### src/rtl/nn_pkg.sv
// rtl/nn_pkg.sv - shared types and constants for the sample sequencer slice
// Purpose: Q16.16 data type, unit constant, store field selector and
//          sequencer state encoding.
package nn_pkg;

    typedef logic [31:0] fixed_t;

    localparam fixed_t FIX_ONE = 32'h0001_0000;

    typedef enum logic [1:0] {
        FIELD_X0     = 2'd0,
        FIELD_X1     = 2'd1,
        FIELD_TARGET = 2'd2,
        FIELD_NONE   = 2'd3
    } sample_field_e;

    typedef enum logic [1:0] {
        SEQ_IDLE    = 2'd0,
        SEQ_PRESENT = 2'd1,
        SEQ_DONE    = 2'd2
    } seq_state_e;

endpackage

### src/rtl/sample_store.sv
// rtl/sample_store.sv - NUM_SAMPLES x {x0, x1, target} register file
// Purpose: holds the training samples; one write port, one combinational
//          read port.
// Ports:
//   clk, rst_n            clock, asynchronous active-low reset (clears store)
//   wr_en, wr_idx,        write strobe (already qualified by the caller),
//   wr_field, wr_data     sample index, field select, Q16.16 data
//   rd_idx                read index
//   rd_x0, rd_x1,         stored fields at rd_idx
//   rd_target
module sample_store
    import nn_pkg::*;
#(
    parameter int NUM_SAMPLES = 4,
    parameter int IDX_W       = (NUM_SAMPLES > 1) ? $clog2(NUM_SAMPLES) : 1
) (
    input  logic             clk,
    input  logic             rst_n,
    input  logic             wr_en,
    input  logic [IDX_W-1:0] wr_idx,
    input  logic [1:0]       wr_field,
    input  fixed_t           wr_data,
    input  logic [IDX_W-1:0] rd_idx,
    output fixed_t           rd_x0,
    output fixed_t           rd_x1,
    output fixed_t           rd_target
);

    fixed_t mem_x0  [NUM_SAMPLES];
    fixed_t mem_x1  [NUM_SAMPLES];
    fixed_t mem_tgt [NUM_SAMPLES];

    always_ff @(posedge clk or negedge rst_n) begin
        if (!rst_n) begin
            for (int i = 0; i < NUM_SAMPLES; i++) begin
                mem_x0[i]  <= '0;
                mem_x1[i]  <= '0;
                mem_tgt[i] <= '0;
            end
        end else if (wr_en && (int'(wr_idx) < NUM_SAMPLES)) begin
            case (sample_field_e'(wr_field))
                FIELD_X0:     mem_x0[wr_idx]  <= wr_data;
                FIELD_X1:     mem_x1[wr_idx]  <= wr_data;
                FIELD_TARGET: mem_tgt[wr_idx] <= wr_data;
                default:      ;
            endcase
        end
    end

    assign rd_x0     = mem_x0[rd_idx];
    assign rd_x1     = mem_x1[rd_idx];
    assign rd_target = mem_tgt[rd_idx];

endmodule

### src/rtl/sample_sequencer.sv
// rtl/sample_sequencer.sv - presents stored samples to the network for N epochs
// Purpose: walks the sample store in index order with a valid/ready
//          handshake, counting full passes until the latched epoch limit.
// Ports:
//   clk, rst_n                      clock, asynchronous active-low reset
//   wr_en, wr_idx, wr_field,        sample store write (IDLE/DONE only)
//   wr_data
//   start, abort                    run control pulses (abort wins)
//   epoch_limit                     passes per run, sampled on start
//   out_valid, out_ready            sample handshake
//   out_x0, out_x1, out_target,     presented sample and its index
//   out_idx
//   epoch_cnt                       completed epochs
//   busy, done                      in PRESENT / in DONE
module sample_sequencer
    import nn_pkg::*;
#(
    parameter int NUM_SAMPLES = 4,
    parameter int EPOCH_W     = 16,
    localparam int IDX_W      = (NUM_SAMPLES > 1) ? $clog2(NUM_SAMPLES) : 1
) (
    input  logic               clk,
    input  logic               rst_n,
    input  logic               wr_en,
    input  logic [IDX_W-1:0]   wr_idx,
    input  logic [1:0]         wr_field,
    input  logic [31:0]        wr_data,
    input  logic               start,
    input  logic               abort,
    input  logic [EPOCH_W-1:0] epoch_limit,
    output logic               out_valid,
    input  logic               out_ready,
    output logic [31:0]        out_x0,
    output logic [31:0]        out_x1,
    output logic [31:0]        out_target,
    output logic [IDX_W-1:0]   out_idx,
    output logic [EPOCH_W-1:0] epoch_cnt,
    output logic               busy,
    output logic               done
);

    localparam logic [IDX_W-1:0] LAST_IDX = IDX_W'(NUM_SAMPLES - 1);

    seq_state_e         state, state_next;
    logic [IDX_W-1:0]   idx;
    logic [EPOCH_W-1:0] epoch_q;
    logic [EPOCH_W-1:0] limit_q;
    logic [EPOCH_W-1:0] epoch_inc;
    logic               start_ok, xfer, wrap, run_end;

    assign start_ok  = start && !abort && (state != SEQ_PRESENT);
    assign xfer      = (state == SEQ_PRESENT) && out_ready;
    assign wrap      = xfer && (idx == LAST_IDX);
    assign epoch_inc = epoch_q + EPOCH_W'(1);
    // Last sample of the last epoch: leave PRESENT on this same edge.
    assign run_end   = wrap && (epoch_inc == limit_q);

    always_ff @(posedge clk or negedge rst_n) begin
        if (!rst_n) begin
            state <= SEQ_IDLE;
        end else begin
            state <= state_next;
        end
    end

    always_comb begin
        state_next = state;
        if (abort) begin
            state_next = SEQ_IDLE;
        end else begin
            case (state)
                SEQ_IDLE, SEQ_DONE: begin
                    if (start) begin
                        state_next = (epoch_limit == '0) ? SEQ_DONE : SEQ_PRESENT;
                    end
                end
                SEQ_PRESENT: begin
                    if (run_end) begin
                        state_next = SEQ_DONE;
                    end
                end
                default: state_next = SEQ_IDLE;
            endcase
        end
    end

    always_comb begin
        out_valid = 1'b0;
        busy      = 1'b0;
        done      = 1'b0;
        case (state)
            SEQ_PRESENT: begin
                out_valid = 1'b1;
                busy      = 1'b1;
            end
            SEQ_DONE: done = 1'b1;
            default:  ;
        endcase
    end

    // Abort freezes idx and epoch count so software can see where the run stopped.
    always_ff @(posedge clk or negedge rst_n) begin
        if (!rst_n) begin
            idx     <= '0;
            epoch_q <= '0;
            limit_q <= '0;
        end else if (abort) begin
            idx     <= idx;
            epoch_q <= epoch_q;
        end else if (start_ok) begin
            idx     <= '0;
            epoch_q <= '0;
            limit_q <= epoch_limit;
        end else if (xfer) begin
            if (wrap) begin
                idx     <= '0;
                epoch_q <= epoch_inc;
            end else begin
                idx <= idx + IDX_W'(1);
            end
        end
    end

    // The store is frozen while a run presents data so samples cannot tear.
    sample_store #(
        .NUM_SAMPLES (NUM_SAMPLES),
        .IDX_W       (IDX_W)
    ) u_store (
        .clk       (clk),
        .rst_n     (rst_n),
        .wr_en     (wr_en && (state != SEQ_PRESENT)),
        .wr_idx    (wr_idx),
        .wr_field  (wr_field),
        .wr_data   (wr_data),
        .rd_idx    (idx),
        .rd_x0     (out_x0),
        .rd_x1     (out_x1),
        .rd_target (out_target)
    );

    assign out_idx   = idx;
    assign epoch_cnt = epoch_q;

endmodule
### config.mk
export PLATFORM = sky130hd
export DESIGN_NAME = sample_sequencer
export DESIGN_NICKNAME = d
export VERILOG_FILES = /design/src/rtl/nn_pkg.sv /design/src/rtl/sample_store.sv /design/src/rtl/sample_sequencer.sv
export SDC_FILE = /design/constraint.sdc
export NUM_CORES = 1
export LEC_CHECK = 0
export BUFFER_PORTS_ARGS = -buffer_cell sky130_fd_sc_hd__buf_2
export CAP_MARGIN = 20
export CELL_PAD_IN_SITES_DETAIL_PLACEMENT = 0
export CELL_PAD_IN_SITES_GLOBAL_PLACEMENT = 2
export CORE_MARGIN = 4
export CORE_UTILIZATION = 39
export CTS_CLUSTER_DIAMETER = 200
export DETAILED_ROUTE_END_ITERATION = 16
export GPL_ROUTABILITY_DRIVEN = 0
export MAX_ROUTING_LAYER = met4
export PLACE_DENSITY = 0.75
export SLEW_MARGIN = 25
export SYNTH_ARGS = -nofsm -noshare
export SYNTH_HDL_FRONTEND = slang
export SYNTH_SLANG_ARGS = --single-unit
### constraint.sdc
create_clock -name clk -period 2.1 [get_ports clk]
set_input_delay 0.105 -clock clk [delete_from_list [all_inputs] [get_ports clk]]
set_output_delay 0.105 -clock clk [all_outputs]
set_load 0.005 [all_outputs]
== Word level (Yosys, flattened, before mapping) ==
Index checks and enable logic that the tools add are counted.
Storage, ports and cells
  register bits: 420
  word-level logic and storage cells: 81
  output and inout port bits: 117
Cells by class
  eq/ne operators: 9
  bitwise gates (word level): 3
  reduce and logical (&&, ||, !) cells: 21
  magnitude comparators: 3
  multiplexer cells: 27
  add/subtract/negate cells: 2
Operator list (number)
  $bwmux W128: 3
  $mux W32: 7
  $bmux W32 S2: 3
  $demux W32 S2: 1
  $mux W16: 3
  $add A16 B1 Y16 const B: 1
  $eq A16 B16 Y1: 1
  $logic_not A16 Y1: 1
  $mux W2: 7
  $reduce_and A2 Y1: 6
  $logic_and A1 B1 Y1: 7
  $eq A2 B2 Y1 const B: 3
  $ge A3 B3 Y1 const B: 2
  $ne A3 B3 Y1 const B: 2
  $not A2 Y3: 2
  $eq A2 B1 Y1 const B: 2
  $logic_not A2 Y1: 2
  $pmux W2 S2: 1
  $reduce_bool A2 Y1: 2
  $lt A3 B1 Y1 const B: 1
  $reduce_and A3 Y1: 1
  $add A2 B1 Y2 const B: 1
  $mux W1: 2
  $ne A2 B1 Y1 const B: 1
  3 further kinds: 3

== Logic depth before layout (Yosys ltp) ==
Gate-level depths: netlist (run 1).
  depth after elaboration: 7
  gate-level depth with buffers: 8
  depth with buffers taken out: 7

== By module ==
A second synthesis (run 1) with hierarchy kept.
Unflattened totals
  cells, all modules: 1214
  area, all modules: 18966.9 sq um
By module, submodules not included
  sample_store: times used 1, cells an instance 976, area each 16603.4 sq um
  sample_sequencer: times used 1, cells an instance 238, area each 2363.5 sq um

== Worst setup path before layout (run 1) ==
OpenSTA, ideal clock, no wires.
  kind: register to register
  start point: register epoch_q[0], in the netlist epoch_cnt[0]
  end point: register state[1]
  stages on the path, launching flop included: 8
  required time: 2.034 ns
  slack: -0.046 ns
  arrival: 2.080 ns
  buffers on the path: 0
  cells stage by stage: dfrtp_1 > ha_1 > and3_1 > nand3_1 > xnor2_1 > a2111o_1 > nor4_2 > a32o_2
On the way
  longest elaborated chain between the ends: 5
Ends and longest elaborated chain
  start, declared: RTL line sample_sequencer.sv:46  | logic [EPOCH_W-1:0] epoch_q;
  start signal, assigned: RTL line sample_sequencer.sv:109  | epoch_q <= epoch_q;
  start signal, assigned: RTL line sample_sequencer.sv:117  | epoch_q <= epoch_inc;
  $add A16 B1 Y16: RTL line sample_sequencer.sv:54  | assign epoch_inc = epoch_q + EPOCH_W'(1);
  $eq A16 B16 Y1: RTL line sample_sequencer.sv:56  | assign run_end = wrap && (epoch_inc == limit_q);
  $logic_and A1 B1 Y1: RTL line sample_sequencer.sv:56
  $ne A3 B3 Y1 (no source line)
  $reduce_and A2 Y1 (no source line)
  end signal, assigned: RTL line sample_sequencer.sv:62  | state <= state_next;
  end, declared: RTL line sample_sequencer.sv:44  | seq_state_e state, state_next;
Every way passes these cells.
A chain may end at the register's enable or synchronous reset.

== Worst setup path after layout (run 1) ==
  start point: register idx[0], in the netlist out_idx[0]
  end point: output port out_target[12]
On the way
  longest elaborated chain between the ends: 4
Ends and longest elaborated chain
  start, declared: RTL line sample_sequencer.sv:45  | logic [IDX_W-1:0] idx;
  start signal, assigned: RTL line sample_sequencer.sv:108  | idx <= idx;
  start signal, assigned: RTL line sample_sequencer.sv:119  | idx <= idx + IDX_W'(1);
  $not A2 Y3 (not written as such): RTL line sample_store.sv:52  | assign rd_target = mem_tgt[rd_idx];
  $bmux W32 S2: RTL line sample_store.sv:52
  $mux W32 (not written as such) (2 in series): RTL line sample_store.sv:52
  end, declared: RTL line sample_sequencer.sv:35  | output logic [31:0] out_target,
Every way passes these cells. The select of a mux whose other input is x is not followed.

==> results of run 1 <==
==> critical path, delay by kind of cell, from the launching register on <==
family | cells | cell delay, ns
buffers and inverters | 4 | 0.59
DFF | 1 | 0.53
muxes | 1 | 0.46
==> final cells by class <==
class | count | area share
flip-flops and latches | 420 | 0.439
clock inverters | 20 | 0.00951
well taps | 615 | 0.0321
repair buffers | 340 | 0.128
inverters | 4 | 0.000627
multi-input cells | 684 | 0.333
clock buffers | 67 | 0.0573
==> stage by stage <==
step / instance area (sq um) / util / hold WS, ns / total power (W)
after CTS: 23800 / 0.499 / 0.132 / 0.0263
after floorplan: 18800 / - / -0.191 / 0.0146
final: 23900 / 0.502 / 0.123 / 0.0260
after detailed placement: 20900 / 0.439 / 0.157 / 0.0169
after global routing: 23900 / 0.502 / 0.165 / 0.0274
after global placement: 20900 / 0.439 / 0.146 / 0.0167
==> Yosys cell counts (all sizes together) (3+ instances only) <==
| master | number | area, sq um |
|---|---|---|
| mux2 | 399 | 4490 |
| o31ai | 6 | 45.0 |
| nand3 | 10 | 62.6 |
| nand2 | 30 | 113 |
| xor2 | 3 | 26.3 |
| nand2b | 3 | 18.8 |
| xnor2 | 13 | 114 |
| nor3b | 4 | 30.0 |
| clkbuf | 57 | 234 |
| and4 | 3 | 27.5 |
| a21oi | 7 | 35.0 |
| dfrtp | 420 | 10500 |
| or3 | 3 | 18.8 |
| nor3 | 6 | 30.0 |
| nor2 | 21 | 78.8 |
| mux4 | 96 | 2160 |
| nor2b | 6 | 37.5 |
| nor4 | 9 | 77.6 |
| a31oi | 3 | 18.8 |
| nand4 | 3 | 33.8 |
| and3 | 7 | 46.3 |
| buf | 45 | 186 |
| o21ai | 29 | 145 |
| inv | 4 | 15.0 |
==> cells in the final DEF (no fill, tap or decap), drive strengths merged, types with 3 or more instances in the layout <==
cell         synthesis  final
o31ai                6      6
a21oi                7      7
or3                  3      3
and4                 3      3
nand4                3      3
nor3b                4      4
and3                 7      7
a31oi                3      3
clkinv               0     11
nor3                 6      6
xor2                 3      3
nand3               10     10
nand2b               3      3
xnor2               13     13
nand2               30     30
clkbuf              57     68
nor2                21     21
mux2               399    399
mux4                96     96
o21ai               29     29
dlygate4sd3          0     52
bufinv               0      4
inv                  4      7
nor2b                6      6
dfrtp              420    420
nor4                 9      9
buf                 45    287
==> per-layer routing <==
metal  track usage  part of all wire
met5             -                 0
met4        0.0449             0.017
met3        0.0304             0.042
met2         0.313              0.49
met1         0.269              0.45
==> final timing paths <==
path	startpoint	end	depth (start not counted)
max	out_idx[0]	out_target[12]	5
min	rst_n	u_store.mem_x1[102]	2
max reg2reg	epoch_cnt[0]	state[1]	8
min reg2reg	u_store.mem_x0[60]	u_store.mem_x0[60]	1
max in group asynchronous	rst_n	u_store.mem_tgt[77]	3
min in group clk	wr_field[0]	u_store.mem_tgt[66]	4
==> report_power, final <==
part	switching (W)	total, W	leakage (nW)	internal (W)
logic	0.00249	0.00651	4.69	0.00402
registers	0.000974	0.0110	5.22	0.0101
clock network	0.00338	0.00843	0.794	0.00506
total	0.00684	0.0260	10.7	0.0191
==> cell families (layout without fill, tap and decap cells) <==
family          count (synthesis)  in the layout  share of synthesized area
flops                         420            420                      0.559
compound gates                 62             62                     0.0207
simple gates                  108            108                     0.0317
mux                           496            496                      0.355
buf+inv                       107            431                     0.0249
fa+ha+maj                       2              2                    0.00133
xor+xnor                       16             16                    0.00746
==> state kept, by name, indices dropped and copies added (netlist names) <==
name,cells
epoch_cnt,16
state,2
u_store.mem_x1,128
limit_q,16
u_store.mem_tgt,128
out_idx,2
u_store.mem_x0,128
==> timing repair <==
item | 4_1_cts | 5_1_grt
gates resized for setup | 55 | 46
cloned | 13 | 1
setup buffers | 19 | 9
hold buffers | 52 | 0
setup endpoints to repair | 125 | 234
pin swaps | 3 | 7
hold endpoints to repair | 481 | 0
==> summary.txt, run 1 <==
Timing
  – Fmax achieved: 442 MHz
  – Max-slew violations: 0
  – Worst-margin pin slew: 0.665 ns
  – Fin. Hold Viols: 0
  – Layout Skew: 0.0112 ns
  – Setup violators final: 86
  – Slew HR: 0.557
  – Crit share post-route: 1.08
  – Final min period: 2.26 ns
  – RSZ-0062 raised after global routing: yes
  – Setup TNS: -7.58 ns
  – Final WS setup: -0.164 ns

Global route
  – Initial antenna violation count: 0
  – Gr usage total: 0.196
  – Pin count of the biggest net entering global routing: 74
  – Global-route wire length before repair: 75300 um
  – Remaining global-route overflow: 0
  – Vias in the first global route: 12200

Placement
  – Port Buffer Count: 174
  – Post-Place Worst Slack: -0.0752 ns
  – Inst Count DP: 1976
  – HPWL Detailed: 29100 um

CTS
  – Inserted Clock Buffers: 47
  – H-tree levels: 2
  – Worst-path clk slew: 0.06 ns
  – Clock Tree Root: clkbuf_16
  – Clk sinks: 420
  – TritonCTS clock tree: built
  – Clk_lat worst skew: 0.58 ns
  – Clock buffer depth: 3

Power and ir drop
  – Peak supply drop: 0.647 mV
  – Pleak: 10.7 nW
  – Power Density: 1090 nW/um^2

Layout
  – Post-Layout Cell Count: 2150
  – Total Nets Final: 1557
  – Fillers: 4124
  – Synthesis-to-layout area growth: 27.4%
  – Layout cells sized above 1: 0.588
  – Antenna diodes: 0
  – Area of the multi-input gates: 7970 sq um
  – Sequential cell area: 10500 sq um

Die
  – Die area: 51800 sq um
  – Core Region: 47600 sq um
  – Die Span X: 228 um
  – Site row count: 80
  – Initial Util: 0.394
  – Die span in y: 228 um
  – Num ports: 175

Worst setup path
  – Setup crit start kind: register
  – CP arrival: 2.16 ns
  – Critical-path top delay cell: dfrtp_4
  – Crit path max fanout: 6
  – Worst R2R Setup Slack: 0.04 ns
  – Peak per-stage delay on the critical path: 0.53 ns
  – Worst path cell trace: buf_12, buf_12, buf_16, mux4_2, buf_2
  – Crit Path Class: register to output port
  – Worst path most repeated cell: buf_12
  – CP Capture Type: output port
  – CP required: 2.00 ns

Logic synthesis
  – Average size of a mapped cell: 15.5 sq um
  – YS warnings: 0
  – Syn_nets: 1271
  – Share of synthesized registers carrying an async set or reset: 1.00
  – Mapped Cells: 1211
  – Prevailing post-synth register cell: dfrtp_1
  – EDFF count, synth: 0
  – Synthesized area: 18800 sq um
  – Synth unique cells: 51
  – FF+latch count, synth: 420
  – Post-synthesis sequential area ratio: 0.559

Hold path
  – Hold Crit Class: input port to asynchronous set/reset pin

Drt
  – TritonRoute pass-1 iters: 4
  – DR WL/cell: 22.5 um
  – WL final: 48400 um
  – Vias post-DR: 11500
  – Iteration-0 DRC Markers: 526
  – Residual DRC: 0
  – Via density: 5.34
  – Routed Antenna Nets: 0

Run status
  – Status: complete, but fails checks
  – Failing checks: negative setup slack

Run
  – Max-Cap Viols: 0
(Power assumes the default switching activity.)
==> run 2: changes to the inputs <==
--- a/config.mk
+++ b/config.mk
@@ -5,17 +5,18 @@
 export SDC_FILE = /design/constraint.sdc
 export NUM_CORES = 1
 export LEC_CHECK = 0
+export ABC_AREA = 1
 export BUFFER_PORTS_ARGS = -buffer_cell sky130_fd_sc_hd__buf_2
 export CAP_MARGIN = 20
 export CELL_PAD_IN_SITES_DETAIL_PLACEMENT = 0
 export CELL_PAD_IN_SITES_GLOBAL_PLACEMENT = 2
 export CORE_MARGIN = 4
-export CORE_UTILIZATION = 39
+export CORE_UTILIZATION = 33
 export CTS_CLUSTER_DIAMETER = 200
 export DETAILED_ROUTE_END_ITERATION = 16
 export GPL_ROUTABILITY_DRIVEN = 0
 export MAX_ROUTING_LAYER = met4
-export PLACE_DENSITY = 0.75
+export PLACE_DENSITY = 0.76
 export SLEW_MARGIN = 25
 export SYNTH_ARGS = -nofsm -noshare
 export SYNTH_HDL_FRONTEND = slang
==> run 2 against run 1 <==
Effect of this change:
- the run still ends with negative setup slack left
- clock skew shrank 0.0012 ns
- cell count is 49% higher
- combinational power rose by 72%
- power grew 23%
- non-clock buffer count grew 12
- fmax up 3.8%
- via count grew 44%
- clock power increased by 10%
- global-route usage is 1.8 points higher
- core utilization is 4.8 points lower
- synthesized cell count rose by 80%
- largest power group unchanged
- area after synthesis down 1.7%
==> summary.txt, run 2 <==
Power and ir drop
  – Power Density: 1270 nW/um^2
  – Pleak: 11.8 nW
  – Peak supply drop: 0.574 mV

Timing
  – Layout Skew: 0.00998 ns
  – Crit share post-route: 1.04
  – Fin. Hold Viols: 0
  – Max-slew violations: 0
  – Fmax achieved: 458 MHz
  – RSZ-0062 raised after global routing: yes
  – Setup TNS: -1.58 ns
  – Worst-margin pin slew: 0.637 ns
  – Slew HR: 0.576
  – Final min period: 2.18 ns
  – Final WS setup: -0.0818 ns
  – Setup violators final: 53

Global route
  – Global-route wire length before repair: 98100 um
  – Remaining global-route overflow: 0
  – Vias in the first global route: 15900
  – Gr usage total: 0.214
  – Initial antenna violation count: 0
  – Pin count of the biggest net entering global routing: 65

Layout
  – Synthesis-to-layout area growth: 35.9%
  – Top flop regs: u_store.mem_tgt x128, u_store.mem_x0 x128, u_store.mem_x1 x128
  – Final Util: 0.454
  – Post-Layout Cell Count: 3201
  – Sequential cell area: 10500 sq um
  – Total Nets Final: 2472
  – Area of the multi-input gates: 7790 sq um
  – Fillers: 5405
  – Layout cells sized above 1: 0.232
  – Final non-filler cell area: 25100 sq um
  – Most common cell after layout, fill and taps aside: nand2_1
  – Commonest cells after routing, fill and taps aside: nand2_1, o21ai_0, dfrtp_1

Logic synthesis
  – Largest family of logic cells by synthesized area: compound AO/OA/AOI/OAI gates
  – Simple-gate portion of the synthesized area: 0.174
  – Synthesized area: 18500 sq um
  – Cell taking the most area after synthesis: dfrtp_1
  – Share of synthesized registers carrying an async set or reset: 1.00
  – Prevailing post-synth register cell: dfrtp_1
  – Xor/xnor share of the synthesized area: 0.00223
  – Mux contribution to synthesized area: 0
  – Mapped Cells: 2180
  – Synth Area in Compound Gates: 0.199
  – Top cell type's share of synthesized area: 0.569
  – Post-synth top cells: o21ai_0, nand2_1, dfrtp_1
  – Average size of a mapped cell: 8.48 sq um
  – Top-count cell post-synth: o21ai_0
  – EDFF count, synth: 0
  – FF+latch count, synth: 420
  – Top post-synthesis cells by area: dfrtp_1, o21ai_0, nand2_1
  – Post-synthesis sequential area ratio: 0.569
  – YS warnings: 0
  – Adder-cell share of the synthesized area: 0.00135
  – Syn_nets: 2240
  – Synth unique cells: 28

Die
  – Initial Util: 0.334
  – Die span in y: 245 um
  – Site row count: 86
  – Die Span X: 245 um
  – Num ports: 175
  – Core Region: 55300 sq um
  – Die area: 59900 sq um

Worst setup path
  – R2R Path Start: epoch_cnt[1]
  – Peak per-stage delay on the critical path: 0.56 ns
  – Setup crit start kind: register
  – FF-to-FF End: state[1]
  – Worst R2R Path Depth: 14
  – Worst path cell trace: inv_12, buf_12, buf_12, clkbuf_16, nor2_1, o22ai_1, buf_2
  – Crit path max fanout: 6
  – Delay-heaviest family, CP: buffers and inverters
  – WP depth: 7
  – Critical-path top delay cell: dfrtp_4
  – Worst path most repeated cell: buf_12
  – Worst R2R Setup Slack: 0.14 ns
  – CP required: 2.00 ns
  – Start point of the critical path: out_idx[0]
  – Crit Path Class: register to output port
  – CP Capture Type: output port
  – Crit path to: out_x1[11]
  – CP arrival: 2.08 ns
  – Worst path bufs/invs: 5

CTS
  – Worst-path clk slew: 0.06 ns
  – H-tree levels: 2
  – Clock Tree Root: clkbuf_16
  – Inserted Clock Buffers: 51
  – TritonCTS clock tree: built
  – Clk_lat worst skew: 0.59 ns
  – Clk sinks: 420
  – Clock buffer depth: 3

Drt
  – Via density: 5.15
  – WL final: 67100 um
  – Routed Antenna Nets: 0
  – Residual DRC: 0
  – Vias post-DR: 16500
  – Iteration-0 DRC Markers: 1313
  – TritonRoute pass-1 iters: 6
  – DR WL/cell: 20.9 um

Placement
  – Inst Count DP: 2986
  – HPWL Detailed: 34900 um
  – Port Buffer Count: 174
  – Area after DPL: 20500 sq um
  – Post-Place Worst Slack: 0.130 ns

Run status
  – Failing checks: negative setup slack
  – Status: complete, but fails checks

Run
  – Max-Cap Viols: 0

Hold path
  – Hold Crit Class: input port to asynchronous set/reset pin
run 2: changes by cell type after synthesis, sizes merged, moves of 43 or more:
cell and change:
nand3 +43, mux4 -96, clkbuf +84, inv +81, nand2 +455, o21ai +572, nor2 +209, mux2 -399
o22ai +103
run 2: layer usage:
layer / vias up / routed length [um] / track usage
met1: 8211 / 31300 / 0.304
li1: 7788 / - / -
met5: - / 0 / -
met4: 0 / 874 / 0.0346
met3: 56 / 3240 / 0.0318
met2: 444 / 31600 / 0.335
run 2: per-stage QoR:
step / power, W / hold slack, ns
after floorplan: 0.0156 / -0.191
after global placement: 0.0192 / 0.121
after detailed placement: 0.0194 / 0.120
after CTS: 0.0304 / 0.0843
after global routing: 0.0339 / 0.119
final: 0.0320 / 0.0834
run 2: logic make-up (layout without fill, tap and decap cells):
| logic type | after synthesis | count (layout) |
|---|---|---|
| compound gates | 708 | 708 |
| fa+ha+maj | 2 | 2 |
| buf+inv | 258 | 530 |
| xor+xnor | 3 | 3 |
| other cells | 0 | 1 |
| simple gates | 789 | 789 |
| flops | 420 | 420 |
run 2: final cells by class:
cell class	instances	share of cell area
clock buffer	74	0.0599
timing repair buffer	352	0.149
antenna	1	0.0000996
sequential	420	0.419
tap	748	0.0373
inverter	85	0.0142
multi-input combinational	1502	0.310
clock inverter	19	0.0105
run 2: power breakdown:
group          internal (W)  switching [W]  leakage [nW]
combinational       0.00505        0.00616          5.54
clock               0.00570        0.00359         0.876
sequential           0.0101        0.00136          5.36
run 2: worst min-delay path by stage:
stage               start            to  depth (start not counted)
finish              rst_n    limit_q[9]                          2
global route        rst_n    limit_q[9]                          2
CTS                 rst_n   limit_q[14]                          2
detailed placement  rst_n   limit_q[14]                          1
global placement    rst_n    limit_q[9]                          1
floorplan           rst_n  epoch_cnt[0]                          0
run 2: what timing repair did:
| item | 4_1_cts | 5_1_grt |
|---|---|---|
| resized for setup | 162 | 188 |
| setup buffers | 17 | 11 |
| hold buffers | 52 | 0 |
| pin swaps | 18 | 58 |
| endpoints found under the setup margin | 96 | 106 |
| gates cloned | 15 | 29 |
| hold endpoints to repair | 598 | 0 |
==> run 3: changes to the inputs <==
--- a/config.mk
+++ b/config.mk
@@ -11,12 +11,11 @@
 export CELL_PAD_IN_SITES_DETAIL_PLACEMENT = 0
 export CELL_PAD_IN_SITES_GLOBAL_PLACEMENT = 2
 export CORE_MARGIN = 4
-export CORE_UTILIZATION = 33
+export CORE_UTILIZATION = 36
 export CTS_CLUSTER_DIAMETER = 200
 export DETAILED_ROUTE_END_ITERATION = 16
 export GPL_ROUTABILITY_DRIVEN = 0
-export MAX_ROUTING_LAYER = met4
-export PLACE_DENSITY = 0.76
+export PLACE_DENSITY = 0.78
 export SLEW_MARGIN = 25
 export SYNTH_ARGS = -nofsm -noshare
 export SYNTH_HDL_FRONTEND = slang
==> constraint.sdc (replaced) <==
create_clock -name clk -period 2.2 [get_ports clk]
set_input_delay 0.11 -clock clk [delete_from_list [all_inputs] [get_ports clk]]
set_output_delay 0.11 -clock clk [all_outputs]
set_load 0.005 [all_outputs]
==> run 3 against run 2 <==
Effect of this change:
- the flow now finishes without violations
- clock skew up 0.0079 ns
- hold slack worse by 0.058 ns
- first-iteration DRC count up 9.5%
- clock power down 13%
- flip-flop and latch count unchanged
- global-route usage down 0.40 points
- core utilization up 0.38 points
- via count down 3.0%
- register-to-register slack better by 0.03 ns
- worst setup slack better by 0.092 ns
- sequential power down 5%
- critical path type unchanged
==> summary.txt, run 3 (synthesis results as in run 2) <==
CTS
  – Clk sinks: 420
  – Worst-path clk slew: 0.06 ns
  – TritonCTS clock tree: built
  – Clock Tree Root: clkbuf_16
  – H-tree levels: 2
  – Clock buffer depth: 3
  – Inserted Clock Buffers: 48
  – Clk_lat worst skew: 0.58 ns

Power and ir drop
  – Peak supply drop: 0.528 mV
  – Pleak: 11.0 nW
  – Total power: 0.0276 W
  – Power Density: 1190 nW/um^2

Drt
  – DR WL/cell: 19.9 um
  – TritonRoute pass-1 iters: 5
  – WL final: 61100 um
  – Vias post-DR: 16000
  – Routed Antenna Nets: 0
  – Via density: 5.22
  – Iteration-0 DRC Markers: 1438
  – Residual DRC: 0

Timing
  – Fmax achieved: 457 MHz
  – Final min period: 2.19 ns
  – Final WS setup: 0.0104 ns
  – Slew HR: 0.572
  – Worst-margin pin slew: 0.636 ns
  – Setup TNS: 0 ns
  – Setup violators final: 0
  – Fin. Hold Viols: 0
  – Layout Skew: 0.0179 ns
  – RSZ-0062 raised after global routing: yes
  – Max-slew violations: 0
  – Crit share post-route: 0.995

Global route
  – Remaining global-route overflow: 0
  – Initial antenna violation count: 1
  – Pin count of the biggest net entering global routing: 68
  – Gr usage total: 0.210
  – Vias in the first global route: 15200
  – Global-route wire length before repair: 90800 um

Worst setup path
  – Worst path bufs/invs: 5
  – CP required: 2.09 ns
  – Worst path cell trace: buf_12, buf_4, clkbuf_16, nor2_2, o22ai_1, buf_4, buf_2
  – Crit path max fanout: 17
  – Delay-heaviest family, CP: buffers and inverters
  – Critical-path top delay cell: dfrtp_4
  – Setup crit start kind: register
  – Crit Path Class: register to output port
  – Peak per-stage delay on the critical path: 0.52 ns
  – CP arrival: 2.08 ns
  – Worst path most repeated cell: buf_4
  – CP Capture Type: output port

Run status
  – Status: finished, final reports clean

Placement
  – Port Buffer Count: 174
  – Post-Place Worst Slack: 0.155 ns
  – Inst Count DP: 2914
  – HPWL Detailed: 34600 um

Run
  – Max-Cap Viols: 0

Die
  – Die area: 55000 sq um
  – Site row count: 82
  – Die Span X: 235 um
  – Core Region: 50500 sq um
  – Num ports: 175
  – Initial Util: 0.366
  – Die span in y: 235 um

Layout
  – Layout cells sized above 1: 0.178
  – Top flop regs: u_store.mem_tgt x128, u_store.mem_x0 x128, u_store.mem_x1 x128
  – Commonest cells after routing, fill and taps aside: o21ai_0, nand2_1, dfrtp_1
  – Area of the multi-input gates: 7210 sq um
  – Most common cell after layout, fill and taps aside: o21ai_0
  – Synthesis-to-layout area growth: 25.1%
  – Post-Layout Cell Count: 3069
  – Fillers: 5015
  – Total Nets Final: 2421
  – Sequential cell area: 10500 sq um

Hold path
  – Hold Crit Class: input port to register
[run 3: final timing paths]
path | from | to | slack (ns) | depth (start not counted)
min | wr_data[6] | u_store.mem_tgt[6] | 0.03 | 3
max reg2reg | out_idx[0] | state[0] | 0.17 | 12
min reg2reg | u_store.mem_x0[94] | u_store.mem_x0[94] | 0.48 | 2
min in group asynchronous | rst_n | limit_q[4] | 0.06 | 2
max | out_idx[0] | out_target[26] | 0.01 | 7
max in group asynchronous | rst_n | u_store.mem_x0[69] | 1.28 | 3
[run 3: routing by layer]
layer  up-vias  track usage  wire length, um
met3        73       0.0309             2830
li1       7656            -                -
met4         2       0.0556             1240
met1      7882        0.305            28800
met5         -            0               13
met2       393        0.333            28200
[run 3: what timing repair did]
action | in CTS | in global routing
hold buffers | 42 | 0
pin swaps | 1 | 14
setup endpoints to repair | 69 | 75
setup buffers | 0 | 12
gates resized for setup | 24 | 73
endpoints found under the hold margin | 523 | 0
cloned | 2 | 13
[run 3: cell type report]
cell class / instances / area share
Multi-Input combinational cell: 1502 / 0.312
Timing Repair Buffer: 303 / 0.112
Antenna cell: 1 / 0.000108
Inverter: 85 / 0.0149
Tap cell: 672 / 0.0364
Timing Repair inverter: 1 / 0.000704
Clock buffer: 67 / 0.0607
Sequential cell: 420 / 0.455
Clock inverter: 18 / 0.00812
[run 3: metrics by stage]
stage	hold WS, ns	utilization	cell area [sq um]
6_report	0.0252	0.458	23100
5_1_grt	0.0332	0.458	23100
4_1_cts	0.00182	0.446	22500
3_5_place_dp	0.0861	0.402	20300
2_1_floorplan	-0.186	-	18500
3_3_place_gp	0.0854	0.402	20300
[run 3: report_power, final]
part	switching (W)	total (W)	internal (W)	leakage [nW]
logic	0.00493	0.00862	0.00369	4.88
registers	0.00118	0.0109	0.00968	5.36
clock network	0.00329	0.00808	0.00479	0.798
total	0.00941	0.0276	0.0182	11.0
[run 3: worst min-delay path, delay by kind of cell]
family / cells / cell delay, ns
AO/OA/AOI/OAI: 1 / 0.19
buffers and inverters: 2 / 0.26
